**config.mk**
```make
export PLATFORM = sky130hd
export DESIGN_NAME = uart_tx_ctrl
export DESIGN_NICKNAME = d
export VERILOG_FILES = /design/src/rtl/uart_tx_ctrl.sv
export SDC_FILE = /design/constraint.sdc
export NUM_CORES = 1
export LEC_CHECK = 0
export CORE_MARGIN = 2
export CORE_UTILIZATION = 50
export CTS_CLUSTER_DIAMETER = 40
export DETAILED_ROUTE_END_ITERATION = 16
export GPL_TIMING_DRIVEN = 1
export PLACE_DENSITY_LB_ADDON = 0.08
export SYNTH_ARGS = -nofsm -noshare
export SYNTH_HDL_FRONTEND = slang
export SYNTH_SLANG_ARGS = --single-unit
export TNS_END_PERCENT = 10
```
**constraint.sdc**
```tcl
create_clock -name clk -period 1.46 [get_ports clk]
set_input_delay 0.365 -clock clk [delete_from_list [all_inputs] [get_ports clk]]
set_output_delay 0.365 -clock clk [all_outputs]
set_load 0.02 [all_outputs]
```
**src/rtl/uart_tx_ctrl.sv**
```systemverilog
// UART transmit frame controller: serialises a parallel payload LSB-first and
// steers the downstream registered 4:1 line mux through start/data/parity/stop.
module uart_tx_ctrl #(
    parameter int DATA_WIDTH = 8
) (
    input  logic                  clk,
    input  logic                  rst,
    input  logic [DATA_WIDTH-1:0] p_data,
    input  logic                  data_valid,
    input  logic                  par_en,
    input  logic                  par_typ,
    output logic [1:0]            mux_sel,
    output logic                  ser_data,
    output logic                  par_bit,
    output logic                  busy
);

    localparam int CNT_W = (DATA_WIDTH > 2) ? $clog2(DATA_WIDTH) : 1;

    localparam logic [1:0] SEL_START  = 2'b00;
    localparam logic [1:0] SEL_STOP   = 2'b01;
    localparam logic [1:0] SEL_DATA   = 2'b10;
    localparam logic [1:0] SEL_PARITY = 2'b11;

    typedef enum logic [2:0] {
        ST_IDLE,
        ST_START,
        ST_DATA,
        ST_PARITY,
        ST_STOP
    } state_t;

    state_t                state_reg, state_next;
    logic [DATA_WIDTH-1:0] shift_reg, shift_next;
    logic [CNT_W-1:0]      cnt_reg, cnt_next;
    logic                  par_bit_reg, par_bit_next;
    logic                  par_en_reg, par_en_next;

    logic                  accept;
    logic                  last_bit;
    logic                  par_calc;
    logic [DATA_WIDTH-1:0] par_chain;

    // Running XOR across the payload; the final tap is the even parity.
    assign par_chain[0] = p_data[0];
    generate
        for (genvar gi = 1; gi < DATA_WIDTH; gi++) begin : g_par
            assign par_chain[gi] = par_chain[gi-1] ^ p_data[gi];
        end
    endgenerate

    assign par_calc = par_chain[DATA_WIDTH-1] ^ par_typ;

    // STOP is non-busy so a waiting request starts the next frame with no gap.
    assign accept   = data_valid && ((state_reg == ST_IDLE) || (state_reg == ST_STOP));
    assign last_bit = (cnt_reg == CNT_W'(DATA_WIDTH - 1));

    always_ff @(posedge clk or posedge rst) begin
        if (rst) begin
            state_reg   <= ST_IDLE;
            shift_reg   <= '0;
            cnt_reg     <= '0;
            par_bit_reg <= 1'b0;
            par_en_reg  <= 1'b0;
        end else begin
            state_reg   <= state_next;
            shift_reg   <= shift_next;
            cnt_reg     <= cnt_next;
            par_bit_reg <= par_bit_next;
            par_en_reg  <= par_en_next;
        end
    end

    always_comb begin
        state_next   = state_reg;
        shift_next   = shift_reg;
        cnt_next     = cnt_reg;
        par_bit_next = par_bit_reg;
        par_en_next  = par_en_reg;

        case (state_reg)
            ST_IDLE, ST_STOP: begin
                if (accept) begin
                    state_next   = ST_START;
                    shift_next   = p_data;
                    par_bit_next = par_calc;
                    par_en_next  = par_en;
                    cnt_next     = '0;
                end else begin
                    state_next = ST_IDLE;
                end
            end
            ST_START: begin
                state_next = ST_DATA;
            end
            ST_DATA: begin
                shift_next = {1'b0, shift_reg[DATA_WIDTH-1:1]};
                if (last_bit) begin
                    cnt_next   = '0;
                    state_next = par_en_reg ? ST_PARITY : ST_STOP;
                end else begin
                    cnt_next = cnt_reg + CNT_W'(1);
                end
            end
            ST_PARITY: begin
                state_next = ST_STOP;
            end
            default: begin
                state_next = ST_IDLE;
            end
        endcase
    end

    always_comb begin
        mux_sel = SEL_STOP;
        busy    = 1'b0;
        case (state_reg)
            ST_START: begin
                mux_sel = SEL_START;
                busy    = 1'b1;
            end
            ST_DATA: begin
                mux_sel = SEL_DATA;
                busy    = 1'b1;
            end
            ST_PARITY: begin
                mux_sel = SEL_PARITY;
                busy    = 1'b1;
            end
            default: begin
                mux_sel = SEL_STOP;
                busy    = 1'b0;
            end
        endcase
    end

    assign ser_data = shift_reg[0];
    assign par_bit  = par_bit_reg;

endmodule

```
==> summary.md, run 1 <==
| Metric | Value |
|---|---|
| Status | finished with violations |
| Violated checks | setup timing |
| Slew Limit Fails | 0 |
| Worst-path cell chain | xor2_1 -> nand2b_1 -> buf_6 |
| Setup ws final | -18.7 ps |
| Root Driver | clkbuf_4 |
| Post-synthesis compound-gate area fraction | 17.0% |
| DRT antenna net count | 0 |
| Worst slew pin tran | 260 ps |
| Netlist Area Pre-Place | 927 um2 |
| Main combinational cell family by area after synthesis | compound AO/OA/AOI/OAI gates |
| Routed len/inst | 12.7 um |
| DR vias/cell | 4.78 |
| Starting density of the core | 53.7% |
| Fin crit share | 101% |
| Clk slew on worst S/H paths | 90 ps |
| Layout Nets | 131 |
| Slew Limit Headroom | 82.7% |
| Critical Path Source Type | flop |
| CP max stage cell | dfrtp_2 |
| Post-synthesis mux area share | 9.85% |
| Gpl congestion | 0.718 |
| I/O pin cnt | 18 |
| Drt first pass iters | 4 |
| Clk_lat worst skew | 280 ps |
| DRT iter0 DRCs | 1 |
| CP Capture Type | output pin |
| #FFs+latches synth | 16 |
| Hpwl dp | 1.31 mm |
| Die Width | 47.1 um |
| Syn_nets | 100 |
| TritonCTS clock tree | done |
| Sink Count | 16 |
| Number of global-route vias before repair | 665 |
| Worst EP required | 1100 ps |
| CP Class | flop to output pin |
| PortBufs | 17 |
| Buf/Inv on CP | 1 |
| Final Hold Viols | 0 |
| CTS buffer count | 3 |
| Skew final | 2.17 ps |
| Simple-Gate Fraction of Synth Area | 12.8% |
| HP Class | primary input to asynchronous set/reset pin |
| First-pass GRT wire length | 2.85 mm |
| Adder-cell share of the synthesized area | 2.70% |
| Post-placement cell count | 136 |
| Final Critical Period | 1480 ps |
| Largest net degree at the start of global routing | 17 |
| Post-synthesis cell type count | 25 |
| Grt ovf | 0 |
| Max Cap Viol | 0 |
| GRT Total Usage | 19.0% |
| Max FFs per register | 8 |
| CTS Buffer Depth | 2 |
| Fraction of layout cells with a size suffix above 1 | 29.6% |
| Non-filler cells, final | 140 |
| Die area | 2210 um2 |
| Area delta synth->final | 34.8% |
| Via Count | 669 |
| Fill count | 130 |
| Cells after synthesis | 85 |
| YS warnings | 0 |
| # diodes | 0 |
| Post-synthesis xor/xnor area fraction | 9.04% |
| Top Family by Delay on Critical Path | flip-flops |
| Antenna violations before repair | 0 |
| DRC Markers | 0 |
| Core box area | 1730 um2 |
| # rows | 15 |
| H-tree levels | 1 |
| Die Ht | 47.1 um |
| Average cell area after synthesis | 10.9 um2 |
| Leak | 0.588 nW |
| Power Density | 2050 nW/um2 |
| Crit Path Max Fanout | 5 |
| Setup Total Neg Slack | -18.7 ps |
| VDD IR-drop max | 0.00119 V |
| Count of final setup violators | 1 |
| Routed Wire Length | 1.77 mm |
| Setup Buffers After CTS | 0 |
| Slowest Stage Delay on Critical Path | 460 ps |
| Unrepaired setup endpoints after global routing | yes |
| Fmax | 676 MHz |
| CP arrival | 1110 ps |
| Register area share after synthesis | 43.2% |
layout by cell type (no fill, tap or decap), types with 2 or more instances in the layout:
cell type / n
xnor2_1: 3
dlygate4sd2_1: 4
clkdlybuf4s50_1: 9
dfrtp_2: 2
inv_1: 3
mux2i_1: 8
nor2_1: 12
xor2_1: 3
a21oi_2: 3
a21oi_1: 7
nand2b_4: 2
dfrtp_1: 14
buf_4: 12
buf_6: 2
a22o_1: 6
clkbuf_4: 3
nand2_1: 3
tightest hold or removal path, stage by stage:
cell and delay (ps):
clkdlybuf4s50_1 400, inv_1 50, buf_4 230
what timing repair did:
action | in CTS | in global routing
endpoints found under the setup margin | 6 | 6
gates resized for setup | 17 | 10
hold buffers | 0 | 0
pin swaps | 1 | 1
per-stage QoR:
stage	hold WS (ps)	power (mW)	setup WS [ps]	area, um2	utilization (%)
after detailed placement	510	2.29	-321	1200	69.7
final	380	2.56	-18.7	1250	72.4
after CTS	377	2.55	-167	1230	71.3
after floorplan	279	1.77	121	927	-
after global placement	497	2.25	-304	1200	69.7
after global routing	418	2.76	-84.9	1250	72.4
layer usage:
metal	share of wire (%)	wire length, um	track usage (%)	vias to the layer above
met4	0.68	12	10.0	0
met5	0	0	0	-
met1	47	825	25.2	302
met2	49	875	30.1	10
met3	3.3	58	2.69	2
li1	-	-	-	355
final cells by class:
class,count,area [um2],area share [%]
Multi-Input combinational cell,61,489,39.1
Sequential cell,16,403,32.2
Timing Repair Buffer,30,275,22.0
Clock buffer,4,36.3,2.90
Tap cell,25,31.3,2.50
Inverter,4,15.0,1.20
report_power, final:
group          internal [mW]  leakage (nW)  switching, mW
sequential             0.647         0.190          0.150
combinational          0.764         0.377          0.706
clock                  0.152        0.0210          0.139
total                   1.56         0.588          0.995
cell families (layout without fill, tap and decap cells):
kind of cell               count (synthesis)  after routing
AOI/OAI and AO/OA                         21             21
xor gates and xnor gates                   8              8
adders and majority gates                  2              2
buffers and inverters                      8             38
DFF                                       16             16
muxes                                      9              9
and+or+nand+nor                           21             21
worst paths after layout:
kind | depth (start not counted) | endpoint | from | slack [ps]
max | 3 | mux_sel[0] | state_reg[1] | -20
min | 3 | cnt_reg[2] | rst | 380
max reg2reg | 4 | cnt_reg[2] | cnt_reg[0] | 80
min reg2reg | 1 | state_reg[1] | state_reg[2] | 490
max in group asynchronous | 3 | state_reg[2] | rst | 880
min in group clk | 1 | state_reg[1] | state_reg[2] | 490
synthesized netlist by cell type (all sizes together):
master	number	area share (%)
o21bai	1	0.81
dfrtp	16	43
nand2b	3	3.6
mux2	1	1.2
o21ai	1	0.54
a21oi	11	8.4
buf	4	3.8
xnor2	4	3.8
mux2i	8	8.6
inv	4	1.6
o22a	1	0.94
xnor3	1	2.4
xor2	3	2.8
ha	2	2.7
nor2	14	7.4
o22ai	1	0.68
a22o	6	5.7
nand3	1	0.54
nand2	3	1.2
Note: power is estimated with default switching activity, not from simulation.
==> run 2: changes to the inputs <==
- SKIP_LAST_GASP: unset -> 1
==> run 2 against run 1 <==
- global-route usage down 0.24 points
- sequential share of layout area up 0.16 points
- worst hold slack better by 2.4 ps
- fmax down 5.7%
- largest power group unchanged
- the flow still finishes with violations (setup timing)
- first-iteration DRC count rose to 3.0 times the previous value
- power down 0.80%
- via count up 2.2%
- cell area down 0.80%
- combinational power about the same
- largest cell class unchanged
- register-to-register slack worse by 40 ps
- sequential cell count unchanged
==> summary.md, run 2 (same netlist as run 1, synthesis figures left out) <==
| Metric | Value |
|---|---|
| Status | finished with violations |
| Violated checks | setup timing |
| Die area | 2210 um2 (unchanged) |
| Starting density of the core | 53.7% (unchanged) |
| Power, Total | 2.54 mW (-0.80%) |
| Slew Limit Headroom | 82.6% (about the same) |
| Worst EP required | 1100 ps (about the same) |
| Pre-CTS WS | -321 ps (unchanged) |
| Skew final | 2.13 ps (-0.0384 ps) |
| I/O pin cnt | 18 (unchanged) |
| Sink Count | 16 (unchanged) |
| Final Cell Area | 1240 um2 (-0.80%) |
| CP arrival | 1200 ps (+90 ps) |
| Fin crit share | 107% (+6.2 points) |
| Power Density | 2050 nW/um2 (about the same) |
| DRT antenna net count | 0 (unchanged) |
| Clk_lat worst skew | 280 ps (about the same) |
| Routed len/inst | 12.8 um (+0.80%) |
| Final Hold Viols | 0 (unchanged) |
| Core box area | 1730 um2 (unchanged) |
| Die Ht | 47.1 um (unchanged) |
| Via Count | 684 (+2.2%) |
| Hpwl dp | 1.31 mm (unchanged) |
| Max Cap Viol | 0 (unchanged) |
| Max FFs per register | 8 (unchanged) |
| CTS buffer count | 3 (unchanged) |
| VDD IR-drop max | 0.00116 V (-2.7%) |
| Setup ws final | -109 ps (-89.8 ps) |
| Number of global-route vias before repair | 664 (-0.15%) |
| Leak | 0.583 nW (-0.76%) |
| Most common cell after layout, fill and taps aside | dfrtp_1 |
| Count of final setup violators | 4 (+3) |
| Area delta synth->final | 33.7% |
| DR vias/cell | 4.85 (+1.5%) |
| GRT Total Usage | 18.8% (-0.24 points) |
| DRC Markers | 0 (unchanged) |
| Largest net degree at the start of global routing | 17 (unchanged) |
| Layout Nets | 132 (+0.76%) |
| Critical Path Source Type | flop |
| PortBufs | 17 (unchanged) |
| HP Class | primary input to asynchronous set/reset pin |
| TritonCTS clock tree | done |
| CTS hold repair buffers | 0 (unchanged) |
| Hold_ws | 382 ps (+2.40 ps) |
| Gpl congestion | 0.718 (unchanged) |
| Most frequent cells in the layout | 15 x dfrtp_1, 13 x nor2_1, 13 x buf_4, 12 x clkdlybuf4s50_1, 8 x mux2i_1 |
| Grt ovf | 0 (unchanged) |
| # diodes | 0 (unchanged) |
| Unrepaired setup endpoints after global routing | yes |
| Die Width | 47.1 um (unchanged) |
| Root Driver | clkbuf_4 |
| Drt first pass iters | 4 (unchanged) |
| Antenna violations before repair | 0 (unchanged) |
| Fill count | 133 (+2.3%) |
| CP Capture Type | output pin |
| Worst R2R Start | state_reg[1] |
| First-pass GRT wire length | 2.81 mm (-1.4%) |
| Clk slew on worst S/H paths | 90 ps (about the same) |
| DRT iter0 DRCs | 3 (+2) |
| Placed inst area | 1200 um2 (unchanged) |
| H-tree levels | 1 (unchanged) |
| Final Critical Period | 1570 ps (+89.8 ps) |
| CP Class | flop to output pin |
| Fraction of layout cells with a size suffix above 1 | 25.0% (-4.6 points) |
| Fmax | 638 MHz (-5.7%) |
| # rows | 15 (unchanged) |
| CTS Buffer Depth | 2 (unchanged) |
| Routed Wire Length | 1.80 mm (+1.5%) |
| Crit Path Max Fanout | 4 (-1) |
| Crit path launch | state_reg[0] |
| Worst slew pin tran | 260 ps (+0.146 ps) |
| Slew Limit Fails | 0 (unchanged) |
run 2: cell types whose count changed in the layout (fill, tap and decap cells not counted), sizes merged:
| cell | change |
|---|---|
| clkdlybuf4s50 | +3 |
| clkbuf | +2 |
| clkdlybuf4s15 | +1 |
| dlygate4sd2 | -3 |
| buf | -2 |
run 2: layout make-up:
class	instances	area (um2)	share of cell area [%]
Inverter	4	15.0	1.21
Clock buffer	4	36.3	2.93
Timing Repair Buffer	31	279	22.5
Sequential cell	16	402	32.4
Tap cell	25	31.3	2.52
Multi-Input combinational cell	61	477	38.4
run 2: per-layer routing:
layer | global-route usage (%) | up-vias | wire length [um]
li1 | - | 357 | -
met1 | 24.7 | 315 | 853
met2 | 30.1 | 10 | 883
met3 | 2.31 | 2 | 49
met4 | 10.0 | 0 | 12
met5 | 0 | - | 0
run 2: power by group:
part	internal (mW)	total, mW	leakage (nW)	switching [mW]
sequential	0.646	0.781	0.191	0.135
clock	0.152	0.291	0.0210	0.139
combinational	0.746	1.47	0.371	0.720
run 2: final timing paths:
check | end | slack [ps] | cells past startpoint
setup / recovery | busy | -110 | 3
hold / removal | cnt_reg[2] | 380 | 3
setup reg to reg | shift_reg[0] | 40 | 7
hold reg to reg | state_reg[1] | 520 | 1
max in group asynchronous | state_reg[1] | 880 | 3
min in group clk | state_reg[1] | 520 | 1
run 2: what timing repair did:
item | CTS | global route
gates resized for setup | 6 | 5
cloned | 0 | 0
pin swaps | 0 | 0
setup endpoints to repair | 6 | 7
buffers inserted | 0 | 1
run 2: critical path, cell delays in order, from the launching register on:
cell and delay [ps]:
dfrtp_1 430, nor2_1 160, nor2_1 50, clkdlybuf4s15_1 280
run 2: per-stage QoR:
stage	TNS [ps]	instances	utilization [%]
floorplan	0	85	-
global placement	-1470	136	69.7
detailed placement	-1780	136	69.7
CTS	-740	140	71.7
global route	-525	141	71.8
finish	-175	141	71.8
==> run 3: changes to the inputs <==
- TNS_END_PERCENT: 10 -> unset
==> run 3 against run 2 <==
- the flow still finishes with violations (setup timing)
- die area unchanged
- sequential share of layout area fell by 1.5 points
- largest power group unchanged
- clock power about the same
- power up 6.4%
- combinational power up 10%
- clock skew increased by 1.1 ps
- highest routed layer unchanged
- critical path depth did not move
- utilization rose by 3.4 points
==> summary.md, run 3 (same netlist as run 1, synthesis figures left out) <==
| Metric | Value |
|---|---|
| HP Class | primary input to asynchronous set/reset pin |
| Routed len/inst | 13.2 um (+3.6%) |
| Final core utilization | 75.2% (+3.4 points) |
| Power Density | 2080 nW/um2 (+1.6%) |
| Starting density of the core | 53.7% (unchanged) |
| Routed Wire Length | 1.90 mm (+5.8%) |
| DRT iter0 DRCs | 7 (+4) |
| Layout Nets | 135 (+2.3%) |
| Slew Limit Fails | 0 (unchanged) |
| NetSw | 1.04 mW (+4.3%) |
| Most frequent cells in the layout | 15 x dfrtp_1, 13 x buf_4, 12 x nor2_1, 9 x clkdlybuf4s50_1 |
| Largest net degree at the start of global routing | 17 (unchanged) |
| PortBufs | 17 (unchanged) |
| Die Ht | 47.1 um (unchanged) |
| Skew final | 3.24 ps (+1.11 ps) |
| Clk pwr share | 10.8% (-0.7 points) |
| I/O pin cnt | 18 (unchanged) |
| Worst EP required | 1100 ps (about the same) |
| Grt met2 use | 32.3% (+2.2 points) |
| Most common cell after layout, fill and taps aside | dfrtp_1 |
| Final Critical Period | 1480 ps (-88.3 ps) |
| H-tree levels | 1 (unchanged) |
| Multi-input gate area | 490 um2 (+2.9%) |
| Grt met1 use | 25.2% (+0.48 points) |
| Clk_lat worst skew | 280 ps (about the same) |
| CP endpoint | mux_sel[0] |
| Fmax | 676 MHz (+6.0%) |
| Worst R2R Start | state_reg[0] |
| Worst slew pin tran | 257 ps (-2.55 ps) |
| DRC Markers | 0 (unchanged) |
| Final Cell Area | 1300 um2 (+4.7%) |
| Core box area | 1730 um2 (unchanged) |
| Max Cap Viol | 0 (unchanged) |
| DRT antenna net count | 0 (unchanged) |
| Switching share of power | 38.4% (-0.77 points) |
| Count of final setup violators | 1 (-3) |
| CP Capture Type | output pin |
| Gpl congestion | 0.718 (unchanged) |
| Die area | 2210 um2 (unchanged) |
| TritonCTS clock tree | done |
| # diodes | 0 (unchanged) |
| CP arrival | 1120 ps (-80 ps) |
| Fill count | 129 (-3.0%) |
| Crit path launch | state_reg[0] |
| Unrepaired setup endpoints after global routing | yes |
| Via Count | 700 (+2.3%) |
| GRT Total Usage | 19.6% (+0.79 points) |
| First-pass GRT wire length | 2.94 mm (+4.7%) |
| GR peak layer | met2 |
| Setup Total Neg Slack | -20.2 ps (+155 ps) |
| VDD IR-drop max | 0.00123 V (+5.8%) |
| CTS Buffer Depth | 2 (unchanged) |
| Violated checks | setup timing |
| Setup ws final | -20.2 ps (+88.3 ps) |
| Area delta synth->final | 40.1% |
| Worst reg2reg endpoint | shift_reg[4] |
| Max FFs per register | 8 (unchanged) |
| R2R setup slack | 60 ps (+20 ps) |
| FF+latch area | 402 um2 (unchanged) |
| Sequential share of power | 29.2% (-1.6 points) |
| Slew Limit Headroom | 82.8% (+0.17 points) |
| Status | finished with violations |
| DR vias/cell | 4.86 (+0.21%) |
| Critical Path Source Type | flop |
| Root Driver | clkbuf_4 |
| Placed inst area | 1200 um2 (unchanged) |
| CTS buffer count | 3 (unchanged) |
| # rows | 15 (unchanged) |
| Pre-CTS WS | -321 ps (unchanged) |
| Grt ovf | 0 (unchanged) |
| Fraction of layout cells with a size suffix above 1 | 31.1% (+6.1 points) |
| Combinational power share | 60.0% (+2.2 points) |
| Hpwl dp | 1.31 mm (unchanged) |
| Number of global-route vias before repair | 692 (+4.2%) |
| Reg2Reg Depth | 5 (-2) |
| Crit Path Max Fanout | 3 (-1) |
| Fin crit share | 101% (-6.1 points) |
| Final Hold Viols | 0 (unchanged) |
| Leak | 0.619 nW (+6.0%) |
| Clk slew on worst S/H paths | 100 ps (about the same) |
| Antenna violations before repair | 0 (unchanged) |
| Die Width | 47.1 um (unchanged) |
| CP Class | flop to output pin |
| Sink Count | 16 (unchanged) |
| Met3 Use GR | 2.31% (unchanged) |
| Drt first pass iters | 4 (unchanged) |
| P_int | 1.66 mW (+7.7%) |
run 3: worst max-delay path, cell delays in order (launching register included):
cell and delay (ps):
dfrtp_1 430, xor2_1 180, nand2b_1 70, buf_2 160
run 3: power by group through the flow:
stage / combinational (mW) / clock [mW] / sequential [mW]
2_1_floorplan: 0.987 / 0 / 0.785
3_3_place_gp: 1.46 / 0 / 0.788
3_5_place_dp: 1.49 / 0 / 0.801
4_1_cts: 1.51 / 0.304 / 0.779
5_1_grt: 1.76 / 0.322 / 0.815
6_report: 1.62 / 0.292 / 0.788
run 3: repair_timing:
action                                  CTS  global route
hold buffers                              0             0
gates cloned                              0             1
resized for setup                        15            11
endpoints found under the setup margin    6             9
pin swaps                                 1             3
buffers inserted                          3             0
run 3: final cells by class:
class	instances	share of cell area (%)
clock buffer	4	2.79
inverter	4	1.16
tap	25	2.41
sequential	16	30.9
multi-input combinational	61	37.8
timing repair buffer	34	25.0
run 3: worst min path at each step:
stage / slack (ps) / end / depth (start not counted)
after floorplan: 280 / cnt_reg[0] / 1
after global placement: 500 / par_bit / 2
after detailed placement: 510 / par_bit / 2
after CTS: 380 / state_reg[2] / 3
after global routing: 420 / shift_reg[5] / 3
final: 380 / cnt_reg[2] / 3
run 3: layer usage:
metal	vias to the layer above	part of all wire, %
met1	324	46
met3	2	2.4
met4	0	0.63
met2	10	51
li1	364	-
met5	-	0
run 3: through the flow:
stage          hold slack [ps]  std cells  power [mW]
6_report                   379        144        2.70
5_1_grt                    419        144        2.89
4_1_cts                    377        143        2.60
3_5_place_dp               510        136        2.29
3_3_place_gp               497        136        2.25
2_1_floorplan              279         85        1.77
